<file path="src/rtl/board_data_collector.sv">
// Board data collector: strobe edge detection, slot tagging and a word FIFO
// that a host drains one word per read request.
module board_data_collector #(
    parameter int unsigned DEPTH = 16,
    parameter int unsigned AW    = 4
) (
    input  logic          FRC_IN,
    input  logic          _RES_HARD,
    input  logic          ENABLE,
    input  logic          CLK_BUFER_IN,
    input  logic          WRITE_BUFER_IN,
    input  logic [3:0]    COUNT_BOARD_IN,
    input  logic [7:0]    DATA_IN,
    input  logic          RD_REQ,
    output logic [15:0]   DATA_OUT,
    output logic          DATA_VALID,
    output logic          EMPTY,
    output logic          FULL,
    output logic [AW:0]   COUNT_WORDS,
    output logic          OVERFLOW,
    output logic [1:0]    STATE
);

    localparam int unsigned CW = AW + 1;

    typedef enum logic [1:0] {
        ST_IDLE    = 2'd0,
        ST_SYNC    = 2'd1,
        ST_COLLECT = 2'd2,
        ST_HALT    = 2'd3
    } state_e;

    state_e          state_q, state_d;
    logic            clk_buf_q, wr_buf_q;
    logic [1:0]      slot_q, slot_d;
    logic            pend_q, pend_d;
    logic [15:0]     pend_word_q, pend_word_d;
    logic [AW-1:0]   wr_ptr_q, wr_ptr_d, rd_ptr_q, rd_ptr_d;
    logic [CW-1:0]   count_q, count_d;
    logic            empty_q, empty_d, full_q, full_d;
    logic            ovf_q, ovf_d;
    logic [15:0]     dout_q, dout_d;
    logic            dvalid_q, dvalid_d;
    logic [15:0]     mem [DEPTH];

    logic            clk_edge_c, wr_edge_c, capture_c;
    logic            rd_en_c, drop_c, wr_en_c;

    assign clk_edge_c = CLK_BUFER_IN & ~clk_buf_q;
    assign wr_edge_c  = WRITE_BUFER_IN & ~wr_buf_q;
    assign capture_c  = (state_q == ST_COLLECT) & clk_edge_c;
    assign rd_en_c    = RD_REQ & ~empty_q;
    assign drop_c     = pend_q & full_q & ~rd_en_c;
    assign wr_en_c    = pend_q & ~drop_c;

    // Next-state logic for the FSM, slot counter, capture stage and FIFO bookkeeping
    always_comb begin
        state_d     = state_q;
        slot_d      = slot_q;
        pend_d      = capture_c;
        pend_word_d = pend_word_q;
        wr_ptr_d    = wr_ptr_q;
        rd_ptr_d    = rd_ptr_q;
        count_d     = count_q;
        ovf_d       = ovf_q;
        dout_d      = dout_q;
        dvalid_d    = 1'b0;

        unique case (state_q)
            ST_IDLE:    if (ENABLE) state_d = ST_SYNC;
            ST_SYNC:    if (!ENABLE) state_d = ST_IDLE;
                        else if (wr_edge_c) state_d = ST_COLLECT;
            ST_COLLECT: if (!ENABLE) state_d = ST_IDLE;
                        else if (drop_c) state_d = ST_HALT;
            ST_HALT:    if (!ENABLE) state_d = ST_IDLE;
            default:    state_d = ST_IDLE;
        endcase

        // Byte is tagged with the current slot; a block strobe clears it afterwards
        if (capture_c) begin
            pend_word_d = {COUNT_BOARD_IN, slot_q, 2'b00, DATA_IN};
            slot_d      = (slot_q == 2'd2) ? 2'd0 : slot_q + 2'd1;
        end
        if (wr_edge_c) slot_d = 2'd0;

        if (wr_en_c) wr_ptr_d = wr_ptr_q + AW'(1);
        if (rd_en_c) begin
            rd_ptr_d = rd_ptr_q + AW'(1);
            dout_d   = mem[rd_ptr_q];
            dvalid_d = 1'b1;
        end

        unique case ({wr_en_c, rd_en_c})
            2'b10:   count_d = count_q + CW'(1);
            2'b01:   count_d = count_q - CW'(1);
            default: count_d = count_q;
        endcase

        if (state_q == ST_IDLE && ENABLE) ovf_d = 1'b0;
        if (drop_c) ovf_d = 1'b1;

        empty_d = (count_d == CW'(0));
        full_d  = (count_d == CW'(DEPTH));
    end

    // Control and status registers with synchronous active-low reset
    always_ff @(posedge FRC_IN) begin
        if (!_RES_HARD) begin
            state_q     <= ST_IDLE;
            clk_buf_q   <= 1'b0;
            wr_buf_q    <= 1'b0;
            slot_q      <= 2'd0;
            pend_q      <= 1'b0;
            pend_word_q <= 16'd0;
            wr_ptr_q    <= '0;
            rd_ptr_q    <= '0;
            count_q     <= '0;
            empty_q     <= 1'b1;
            full_q      <= 1'b0;
            ovf_q       <= 1'b0;
            dout_q      <= 16'd0;
            dvalid_q    <= 1'b0;
        end else begin
            state_q     <= state_d;
            clk_buf_q   <= CLK_BUFER_IN;
            wr_buf_q    <= WRITE_BUFER_IN;
            slot_q      <= slot_d;
            pend_q      <= pend_d;
            pend_word_q <= pend_word_d;
            wr_ptr_q    <= wr_ptr_d;
            rd_ptr_q    <= rd_ptr_d;
            count_q     <= count_d;
            empty_q     <= empty_d;
            full_q      <= full_d;
            ovf_q       <= ovf_d;
            dout_q      <= dout_d;
            dvalid_q    <= dvalid_d;
        end
    end

    // FIFO storage; a reset cycle suppresses the pending write
    always_ff @(posedge FRC_IN) begin
        if (_RES_HARD && wr_en_c) mem[wr_ptr_q] <= pend_word_q;
    end

    assign DATA_OUT    = dout_q;
    assign DATA_VALID  = dvalid_q;
    assign EMPTY       = empty_q;
    assign FULL        = full_q;
    assign COUNT_WORDS = count_q;
    assign OVERFLOW    = ovf_q;
    assign STATE       = state_q;

endmodule

</file>
<file path="config.mk">
export PLATFORM = sky130hd
export DESIGN_NAME = board_data_collector
export DESIGN_NICKNAME = d
export VERILOG_FILES = /design/src/rtl/board_data_collector.sv
export SDC_FILE = /design/constraint.sdc
export NUM_CORES = 1
export LEC_CHECK = 0
export BUFFER_PORTS_ARGS = -buffer_cell sky130_fd_sc_hd__buf_2
export CAP_MARGIN = 20
export CORE_ASPECT_RATIO = 1.25
export CORE_UTILIZATION = 55
export CTS_BUF_LIST = sky130_fd_sc_hd__clkbuf_8
export DETAILED_ROUTE_END_ITERATION = 10
export GPL_TIMING_DRIVEN = 1
export PLACE_DENSITY = 0.75
export SYNTH_ARGS = -nofsm -noshare
export SYNTH_HDL_FRONTEND = slang
export SYNTH_SLANG_ARGS = --single-unit
</file>
<file path="constraint.sdc">
create_clock -name FRC_IN -period 2.35 [get_ports FRC_IN]
set_clock_uncertainty 0.15 [all_clocks]
set_input_delay 0.1175 -clock FRC_IN [delete_from_list [all_inputs] [get_ports FRC_IN]]
set_output_delay 0.1175 -clock FRC_IN [all_outputs]
set_load 0.05 [all_outputs]
</file>
## Yosys cells after proc, flatten, opt, wreduce, memory -nomap -nowiden

Memories as Yosys holds them, arrays and structs flattened. A register that Yosys moved wholly into a read port is not among the register bits.
Cells that the tools add are included.
Widths: inputs -> output; s select.

- Register bits: 54
- Bits in writable memories: 224
- Output and inout bits: 27
- Logic and storage cells: 66
- Memories kept: 1

- $add $sub $neg: 5
- Eq/ne operators: 11
- Multiplexer cells: 14
- Bitwise gates (word level): 13
- Reduce and logical (&&, ||, !) cells: 8

Memory list:

| name | depth | width | rd ports | clocked after Yosys merged registers in | wr ports | RTL line | RTL |
|---|---|---|---|---|---|---|---|
| mem | 16 | 14 | 1 | 1 | 1 | 44 | `logic [15:0] mem [DEPTH];` |

Operator list:

| operator | count |
|---|---|
| $mux 2 | 7 |
| $pmux 5 s2 | 1 |
| $add 4x1->4 const B | 2 |
| $eq 2x2->1 const B | 4 |
| $pmux 2 s4 | 1 |
| $and 1x1->1 | 7 |
| $ne 3x3->1 const B | 2 |
| $not 1->1 | 6 |
| $add 5x1->5 const B | 1 |
| $eq 5x5->1 const B | 1 |
| $logic_not 5->1 | 1 |
| $mux 1 | 5 |
| $sub 5x1->5 const B | 1 |
| $eq 2x1->1 const B | 2 |
| $ne 2x2->1 const B | 2 |
| $reduce_and 4->1 | 1 |
| $add 2x1->2 const B | 1 |
| $logic_and 1x1->1 | 2 |
| $logic_not 2->1 | 1 |
| $reduce_bool 2->1 | 1 |
| $reduce_or 2->1 | 1 |
| $logic_not 1->1 | 1 |

## Logic depth before layout (Yosys ltp)

Gate-level depths: netlist of the first run.

- Word-level depth: 9
- Gate-level depth with buffers: 11
- Depth with buffers taken out: 9

## Least setup slack after synthesis of the first run

No wires, ideal clock.

- Kind: flip-flop to flip-flop
- Start point: register empty_q, in the netlist EMPTY
- End point: register empty_q, in the netlist EMPTY
- Library setup time: 101 ps
- Data arrival time: 2508 ps
- Required time: 2099 ps
- Path slack: -409 ps
- Stages on the path, launching flop included: 12
- Buffers on the path: 2
- Path through: dfxtp_1 nand2b_1 clkbuf_1 clkbuf_1 nor2_1 xor2_1 ha_1 nor2_1 nand3_1 o22ai_1 xor2_1 o41ai_1

- Longest elaborated chain between the ends: 9
- Elaborated cells between the ends (all ways): 10

Ends and longest elaborated chain:

| item | RTL line | RTL |
|---|---|---|
| from (decl) | 40 | `logic empty_q, empty_d, full_q, full_d;` |
| from (signal assigned) | 133 | `empty_q <= empty_d;` |
| $not 1->1 (*) | 52 | `assign rd_en_c = RD_REQ & ~empty_q;` |
| $and 1x1->1 (*) | 52 |  |
| $not 1->1 | 53 | `assign drop_c = pend_q & full_q & ~rd_en_c;` |
| $and 1x1->1 | 53 |  |
| $not 1->1 | 54 | `assign wr_en_c = pend_q & ~drop_c;` |
| $and 1x1->1 | 54 |  |
| $eq 2x1->1 or $eq 2x2->1 (tied branches) | 93 | `unique case ({wr_en_c, rd_en_c})` |
| $pmux 5 s2 (*) | 93 |  |
| $logic_not 5->1 (*) | 102 | `empty_d = (count_d == CW'(0));` |

Every way passes the cells marked *; elsewhere a longest branch is shown, timed or not.
A chain may end at the register's enable or synchronous reset.

## Worst setup path in the final report of the first run

- Start point: register empty_q, in the netlist EMPTY
- End point: register full_q, in the netlist FULL

- Longest elaborated chain between the ends: 9
- Elaborated cells between the ends (all ways): 10

Ends and longest elaborated chain:

| item | RTL line | RTL |
|---|---|---|
| $not 1->1 (*) | 52 |  |
| $and 1x1->1 (*) | 52 |  |
| $not 1->1 | 53 |  |
| $and 1x1->1 | 53 |  |
| $not 1->1 | 54 |  |
| $and 1x1->1 | 54 |  |
| $eq 2x1->1 or $eq 2x2->1 (tied branches) | 93 |  |
| $pmux 5 s2 (*) | 93 |  |
| $eq 5x5->1 (*) | 103 | `full_d = (count_d == CW'(DEPTH));` |
| to (signal assigned) | 134 | `full_q <= full_d;` |
| to (decl) | 40 |  |

Marked as above.

==> impl_metrics.toml, run 1 <==
[placed_design]
post-place-ws_ns = 0.2745
hpwl_mm = 13.14
postPlaceCellArea_sq_um = 11260
dp.cells = 865
gp_congestion = 0.7960
port_buffers = 42

[route]
wl_per_cell_um = 21.58
first_iter_violations = 458
via_per_inst = 5.818
ant_nets = 0
drc_errors = 0
drt_first_pass_iters = 5
drt-total-wl_mm = 20.67
vias = 5574

[floorplan]
start_util_pct = 56.38
num_rows = 56
die_h_um = 157.1
dieArea_sq_um = 19810
core-area_sq_um = 18780
pin_count = 45
dieWidth_um = 126.1

[worst_setup_path]
path_cells = "nand2b_1 -> nor2_1 -> xor2_1 -> ha_1 -> nor2_1 -> nand3_1 -> o22ai_1 -> xor2_1 -> and4b_1"
r2r_setup_slack_ns = 0.26
cpPeakStageDelay_ns = 0.34
worst_setup_path_start_kind = "flip-flop"
crit_slowest_cell = "dfxtp_4"
required_ns = 2.67
crit_fanout = 5
cp-end-kind = "flip-flop"
worstSetupPathType = "reg -> reg"
r2r_cells = 9
crit_arrival_ns = 2.41

[final_layout]
drive_gt1_share_pct = 27.00
diodes = 0
instances_no_fill = 958
finish.instance_area_sq_um = 12180
syn2layout_area_growth_pct = 15.02
nNetsFinal = 719
utilization_pct = 64.85

[power]
leakagePower_nw = 4.374
power_mw = 9.785
powerDensity_nw_per_um2 = 803.5
ir_drop_mv = 0.5769

[hold_path]
hold_path_class = "in -> reg"
hold_depth = 3

[timing]
tns_ns = 0
fin_ws_ns = 0.2558
post-route-period-util_pct = 89.11
setup-violations-final = 0
rsz0062_at_grt = "no"
finalMaxSlewViolations = 0
slew_headroom_pct = 51.21
worst_pin_slew_ns = 0.7277
layout_min_cycle_time_ns = 2.094
fin_hold_ws_ns = 0.2323
fmax_mhz = 477.5
hold_violations = 0

[clocking]
h-tree-depth = 2
cts_tree = "done"
cts_buffer_depth = 3
cts.sinks = 276
root_buffer = "clkbuf_8"
cts_made_buffers = 41
clock_latency_ns = 0.53
path_clk_slew_ns = 0.06
post_cts_buffers = 0

[logic_synthesis]
synth_warnings = 0
yosysTopAreaCellShare_pct = 63.54
ys_seq_elements = 276
synth_edf_count = 224
synthesis.area_sq_um = 10590
synthTopCellsByArea = "edfxtp_1 64%, mux4_2 12%, dfxtp_1 9.8%"
synth_top_cell_by_area = "edfxtp_1"
synth_cell_types = 44
synthArstFlopShare_pct = 0
syn_inst = 585
syn-mean-instance-area_sq_um = 18.10
synth_ff_type = "edfxtp_1"
seq_area_frac_synth_pct = 73.37

[grt]
grt_pass1_wl_mm = 32.15
antenna_found_initial = 0
overflow = 0
grt_usage_pct = 22.13
grt_max_degree = 59
grt_pass1_vias = 5839

[run]
maxCapViolations = 0

[outcome]
status = "finished clean"
==> per-layer routing <==
| layer | GRT usage [%] | vias up | wire (um) |
|---|---|---|---|
| met5 | 0 | - | 0 |
| met4 | 9.007 | 0 | 410 |
| met3 | 3.977 | 34 | 1079 |
| met2 | 40.52 | 170 | 11380 |
| met1 | 25.75 | 2838 | 7806 |
| li1 | - | 2532 | - |
==> path summary, 6_finish.rpt <==
| path | from | endpoint |
|---|---|---|
| worst max-delay path | EMPTY | FULL |
| worst min-delay path | WRITE_BUFER_IN | wr_buf_q |
| worst max register to register | EMPTY | FULL |
| worst min register to register | DATA_OUT[6] | DATA_OUT[6] |
==> timing repair <==
item                      4_1_cts  5_1_grt
hold buffers                   17        0
resized for setup               0        0
hold endpoints to repair       36        0
==> synth_stat cells (all sizes together) (2+ instances only) <==
| cell | instances |
|---|---|
| a21boi | 16 |
| a21oi | 18 |
| a22oi | 28 |
| a31o | 15 |
| and2 | 14 |
| buf | 14 |
| clkbuf | 20 |
| dfxtp | 52 |
| edfxtp | 224 |
| ha | 6 |
| inv | 6 |
| mux2i | 3 |
| mux4 | 56 |
| nand2 | 39 |
| nand2b | 2 |
| nand3 | 5 |
| nand3b | 2 |
| nand4 | 4 |
| nor2 | 29 |
| nor2b | 8 |
| o22ai | 2 |
| xnor2 | 6 |
| xor2 | 4 |
==> area by class of cell <==
type / instances / area [sq um]
sequential: 276 / 7776
fill: 1315 / 6601
multi-input combinational: 270 / 2603
tap: 232 / 290.3
inverter: 6 / 22.52
clock buffer: 45 / 619.3
clock inverter: 29 / 115.1
timing repair buffer: 100 / 750.7
==> sequential cells by signal (all words and copies together), names as in the netlist, 2 cells and up <==
name	count
DATA_OUT	14
rd_ptr_q	4
pend_word_q	14
slot_q	2
mem	224
COUNT_WORDS	5
wr_ptr_q	4
STATE	2
==> report_power, final <==
| part | leakage (nW) | total, mW | switching, mW | internal, mW |
|---|---|---|---|---|
| sequential | 2.69 | 5.34 | 0.0701 | 5.27 |
| clock | 0.459 | 3.43 | 1.68 | 1.75 |
| combinational | 1.23 | 1.01 | 0.555 | 0.455 |
==> cells in the final DEF (no fill, tap or decap), drive strengths merged, types with 8 or more instances in the layout <==
master and count:
a21boi 16, a21oi 18, a22oi 28, a31o 15, and2 14, buf 83, clkbuf 45, dfxtp 52
dlygate4sd3 17, edfxtp 224, inv 29, mux4 56, nand2 39, nor2 29, nor2b 8
==> kinds of logic (layout without fill, tap and decap cells) <==
kind of cell | after synthesis | after routing | share of synthesized area [%]
compound gates | 85 | 85 | 5.886
xor+xnor | 10 | 10 | 0.8273
fa+ha+maj | 6 | 6 | 0.7091
buf+inv | 40 | 180 | 2.080
flops | 276 | 276 | 73.37
mux | 59 | 59 | 12.20
other cells | 1 | 2 | 0.03542
simple gates | 108 | 108 | 4.893
==> critical path, delay by kind of cell (launching register included) <==
family,cells,cell delay [ns]
AO/OA/AOI/OAI,1,0.21
AND/OR/NAND/NOR,5,0.75
XOR/XNOR,2,0.33
adder cells (fa/ha/maj),1,0.25
flip-flops,1,0.34
(Power assumes the default switching activity.)
==> run 2, diff against run 1 <==
- SETUP_SLACK_MARGIN: unset -> 0.4
- clock period: 2.35 -> 1.7 ns (I/O delays scaled with it)
==> run 2 against run 1 <==
The run now ends with setup timing left. Sequential cell count stayed put. Global-route usage is 2.6 points higher. Count of clock-buffer cells in the layout is 2 lower. Sequential power is 39% higher. Total power is 51% higher. Combinational power is 130% higher. Via count is 12% higher. First-iteration DRC count is 57% higher. Utilization is 11 points higher. Hold slack worse by 0.21 ns. Non-clock buffer count is 69 higher.
==> impl_metrics.toml, run 2 (same netlist as run 1, synthesis figures left out) <==
[timing]
fin_ws_ns = -0.4313
worst_pin_slew_ns = 0.8242
fmax_mhz = 469.2
finalMaxSlewViolations = 0
hold_violations = 0
slew_headroom_pct = 44.81
post-route-period-util_pct = 125.4
setup-violations-final = 248
rsz0062_at_grt = "yes"
tns_ns = -65.69
layout_min_cycle_time_ns = 2.131
fin_hold_ws_ns = 0.02683

[final_layout]
diodes = 0
fillers = 954
largest_register_ffs = 224
layout.area.seq_sq_um = 7834
instances_no_fill = 1027
utilization_pct = 75.51
mostFrequentLayoutCells = "224 x edfxtp_1, 56 x mux4_2, 43 x clkbuf_8"
regMostFlops = "mem"
final_common_cell = "edfxtp_1"
drive_gt1_share_pct = 47.30
finish.instance_area_sq_um = 14180
syn2layout_area_growth_pct = 33.93
nNetsFinal = 787
multi_input_area_sq_um = 3159

[floorplan]
die_h_um = 157.1
dieArea_sq_um = 19810
core-area_sq_um = 18780
dieWidth_um = 126.1
pin_count = 45
num_rows = 56
start_util_pct = 56.38

[grt]
grt_pass1_vias = 6381
grt_usage_pct = 24.77
gr-usage-met3_pct = 4.521
grt_max_degree = 35
grt.busiest_layer = "met2"
antenna_found_initial = 0
grt_pass1_wl_mm = 35.77
grt.met1_usage_pct = 29.15
use_met2_pct = 45.49
overflow = 0

[clocking]
cts.sinks = 276
cts_buffer_depth = 3
h-tree-depth = 2
cts_tree = "done"
path_clk_slew_ns = 0.07
cts_made_buffers = 40
root_buffer = "clkbuf_8"
clock_latency_ns = 0.53

[worst_setup_path]
crit_arrival_ns = 2.43
path_cells = "nand2b_4 -> nor2_4 -> xor2_1 -> ha_2 -> nand3_1 -> o22ai_2 -> xor2_1 -> and4b_1"
required_ns = 2.00
crit_slowest_cell = "dfxtp_4"
path_buf_inv = 0
crit_fanout = 4
cp-end-kind = "flip-flop"
crit_path_frequent_cell = "xor2_1"
worst_setup_path_start_kind = "flip-flop"
crit_family = "simple AND/OR/NAND/NOR gates"
r2r_setup_slack_ns = -0.43
r2r-start = "EMPTY"
worstSetupPathType = "reg -> reg"
r2r_cells = 8
timing.rr.end = "FULL"
cpPeakStageDelay_ns = 0.34

[route]
ant_nets = 0
wl_per_cell_um = 25.36
drt_first_pass_iters = 5
vias = 6247
first_iter_violations = 720
drt-total-wl_mm = 26.05
via_per_inst = 6.083
drc_errors = 0

[placed_design]
post-place-ws_ns = -0.3013
dp.cells = 886
gp_congestion = 0.8427
postPlaceCellArea_sq_um = 11780
hpwl_mm = 13.62
port_buffers = 42

[run]
maxCapViolations = 0

[hold_path]
hold_depth = 4
hp-start = "_RES_HARD"
hold_path_class = "in -> reg"
min_to = "EMPTY"

[power]
power_mw = 14.75
powerDensity_nw_per_um2 = 1040
ir_drop_mv = 0.8721
leakagePower_nw = 5.057

[outcome]
violations = "setup timing"
status = "finished with violations"
run 2: tightest hold or removal path: cells and delay by family:
family / cells / cell delay (ns)
buf+inv: 3 / 0.49
compound gates: 1 / 0.09
run 2: final cells by class:
class	count	share of cell area (%)
well taps	232	2.047
clock inverters	31	1.103
flip-flops and latches	276	55.25
inverters	6	0.1588
repair buffers	169	14.98
multi-input cells	270	22.28
clock buffers	43	4.174
run 2: how the worst max path moves through the flow:
stage,startpoint,endpoint,slack (ns),cells after the start
after global placement,rd_ptr_q[0],DATA_OUT[11],-0.27,6
after detailed placement,rd_ptr_q[0],DATA_OUT[15],-0.30,6
after CTS,rd_ptr_q[0],DATA_OUT[1],-0.27,6
after floorplan,EMPTY,FULL,-0.47,11
after global routing,EMPTY,FULL,-0.50,8
final,EMPTY,FULL,-0.43,8
run 2: per-layer routing:
metal	share of wire [%]	wire [um]
met5	0	0
met4	3.2	841
met3	6.9	1797
met2	55	14410
met1	35	9001
run 2: timing repair:
item                                    4_1_cts  5_1_grt
endpoints found under the setup margin      293      297
gates cloned                                  8        2
endpoints found under the hold margin        37       11
resized for setup                            54      204
pin swaps                                    17       33
hold buffers                                 15        3
buffers inserted                             24       15
run 2: power by group:
part	switching (mW)	internal, mW	total [mW]
combinational	1.09	1.28	2.37
sequential	0.125	7.29	7.42
clock	2.45	2.51	4.96
total	3.67	11.1	14.7
==> run 3, diff against run 2 <==
- REMOVE_ABC_BUFFERS: unset -> 1
==> run 3 against run 2 <==
First-iteration DRC count fell by 16%. Critical endpoint unchanged. Critical path type unchanged. Count of clock-buffer cells in the layout fell by 2. The run still ends with setup timing left. Clock power fell by 5.0%. Hold slack got worse by 0.012 ns.
==> impl_metrics.toml, run 3 (same netlist as run 1, synthesis figures left out) <==
[final_layout]
mostFrequentLayoutCells = "224 x edfxtp_1, 74 x buf_6, 56 x mux4_2"
syn2layout_area_growth_pct = 33.00
largest_register_ffs = 224
diodes = 0
drive_gt1_share_pct = 49.43
regMostFlops = "mem"
finish.instance_area_sq_um = 14080
final_common_cell = "edfxtp_1"
nNetsFinal = 787

[floorplan]
dieArea_sq_um = 19810
pin_count = 45
dieWidth_um = 126.1
num_rows = 56
start_util_pct = 56.38
die_h_um = 157.1
core-area_sq_um = 18780

[grt]
grt_max_degree = 28
overflow = 0
grt_pass1_vias = 6798
antenna_found_initial = 0
grt_pass1_wl_mm = 38.35
grt_usage_pct = 26.41

[worst_setup_path]
cp-end-kind = "flip-flop"
path_buf_inv = 1
crit_arrival_ns = 2.36
path_cells = "nand2b_4 -> nor2_4 -> xor2_1 -> ha_2 -> buf_4 -> nand4_1 -> nand4_1 -> nor2_1 -> and4b_1"
crit_path_frequent_cell = "nand4_1"
crit_slowest_cell = "dfxtp_2"
cpPeakStageDelay_ns = 0.34
crit_family = "simple AND/OR/NAND/NOR gates"
required_ns = 1.96
worst_setup_path_start_kind = "flip-flop"
crit_fanout = 4
worstSetupPathType = "reg -> reg"

[placed_design]
hpwl_mm = 13.79
gp_congestion = 0.7872
postPlaceCellArea_sq_um = 11490
post-place-ws_ns = -0.2972
port_buffers = 42

[outcome]
status = "finished with violations"
violations = "setup timing"

[route]
ant_nets = 0
drt_first_pass_iters = 5
drc_errors = 0
wl_per_cell_um = 29.04
vias = 6569
first_iter_violations = 607
drt-total-wl_mm = 29.76
via_per_inst = 6.409

[run]
maxCapViolations = 0

[timing]
fin_ws_ns = -0.3936
layout_min_cycle_time_ns = 2.094
fmax_mhz = 477.7
hold_violations = 0
setup-violations-final = 250
post-route-period-util_pct = 123.2
rsz0062_at_grt = "yes"
worst_pin_slew_ns = 0.9520
finalMaxSlewViolations = 0
tns_ns = -50.48
slew_headroom_pct = 36.46

[clocking]
holdBufCountCts = 16
clock_latency_ns = 0.54
h-tree-depth = 2
cts.sinks = 276
cts_made_buffers = 39
cts_buffer_depth = 3
path_clk_slew_ns = 0.10
root_buffer = "clkbuf_8"
cts_tree = "done"

[power]
powerDensity_nw_per_um2 = 1036
power_mw = 14.59
ir_drop_mv = 0.9992
leakagePower_nw = 5.102

[hold_path]
hold_path_class = "in -> reg"
## run 3: cell count changes in the layout (fill, tap and decap cells not counted), sizes merged
cell         previous run  this run
clkbuf                 49        46
dlygate4sd3            18        16
clkinv                 19        11
inv                    17        25
bufinv                  1         0
buf                   145       149
## run 3: power breakdown
part           internal [mW]  leakage, nW  total, mW  switching (mW)
Combinational           1.26         1.92       2.46            1.20
Clock                   2.24        0.429       4.71            2.48
Sequential              7.30         2.75       7.42           0.121
Total                   10.8         5.10       14.6            3.79
## run 3: worst reg2reg max path: stages (launching register included)
cell      delay (ns)
dfxtp_2         0.34
nand2b_4        0.15
nor2_4          0.08
xor2_1          0.16
ha_2            0.26
buf_4           0.14
nand4_1         0.16
nand4_1         0.26
nor2_1          0.08
and4b_1         0.19
## run 3: layout make-up
class                   count  area, sq um
clock inverters            30        118.9
inverters                   6        27.53
fillers                   896         4698
flip-flops and latches    276         7818
well taps                 232        290.3
repair buffers            170         2022
multi-input cells         270         3239
clock buffers              41        564.3
## run 3: final timing paths
check	startpoint	end	slack [ns]	depth (start not counted)
max	EMPTY	FULL	-0.39	9
min	_RES_HARD	EMPTY	0.01	4
max reg2reg	EMPTY	FULL	-0.39	9
min reg2reg	DATA_OUT[14]	DATA_OUT[14]	0.35	1
## run 3: what timing repair did
action / 4_1_cts / 5_1_grt
hold endpoints to repair: 22 / 1
pin swaps: 48 / 35
cloned: 7 / 2
setup endpoints to repair: 296 / 293
buffers inserted: 29 / 10
gates resized for setup: 224 / 110
## run 3: metal layers
metal / GRT usage [%] / share of wire (%) / vias to the layer above
li1: - / - / 2681
met1: 28.42 / 32 / 3360
met2: 50.17 / 56 / 412
met3: 3.637 / 5.6 / 116
met4: 14.17 / 6.6 / 0
met5: 0 / 0 / -
## run 3: through the flow
step,util [%],instances,hold WS [ns]
after floorplan,-,552,0.0009276
after global placement,61.19,890,0.1695
after detailed placement,61.19,890,0.1772
after CTS,72.31,1013,-0.03160
after global routing,74.98,1025,0.01103
final,74.98,1025,0.01486
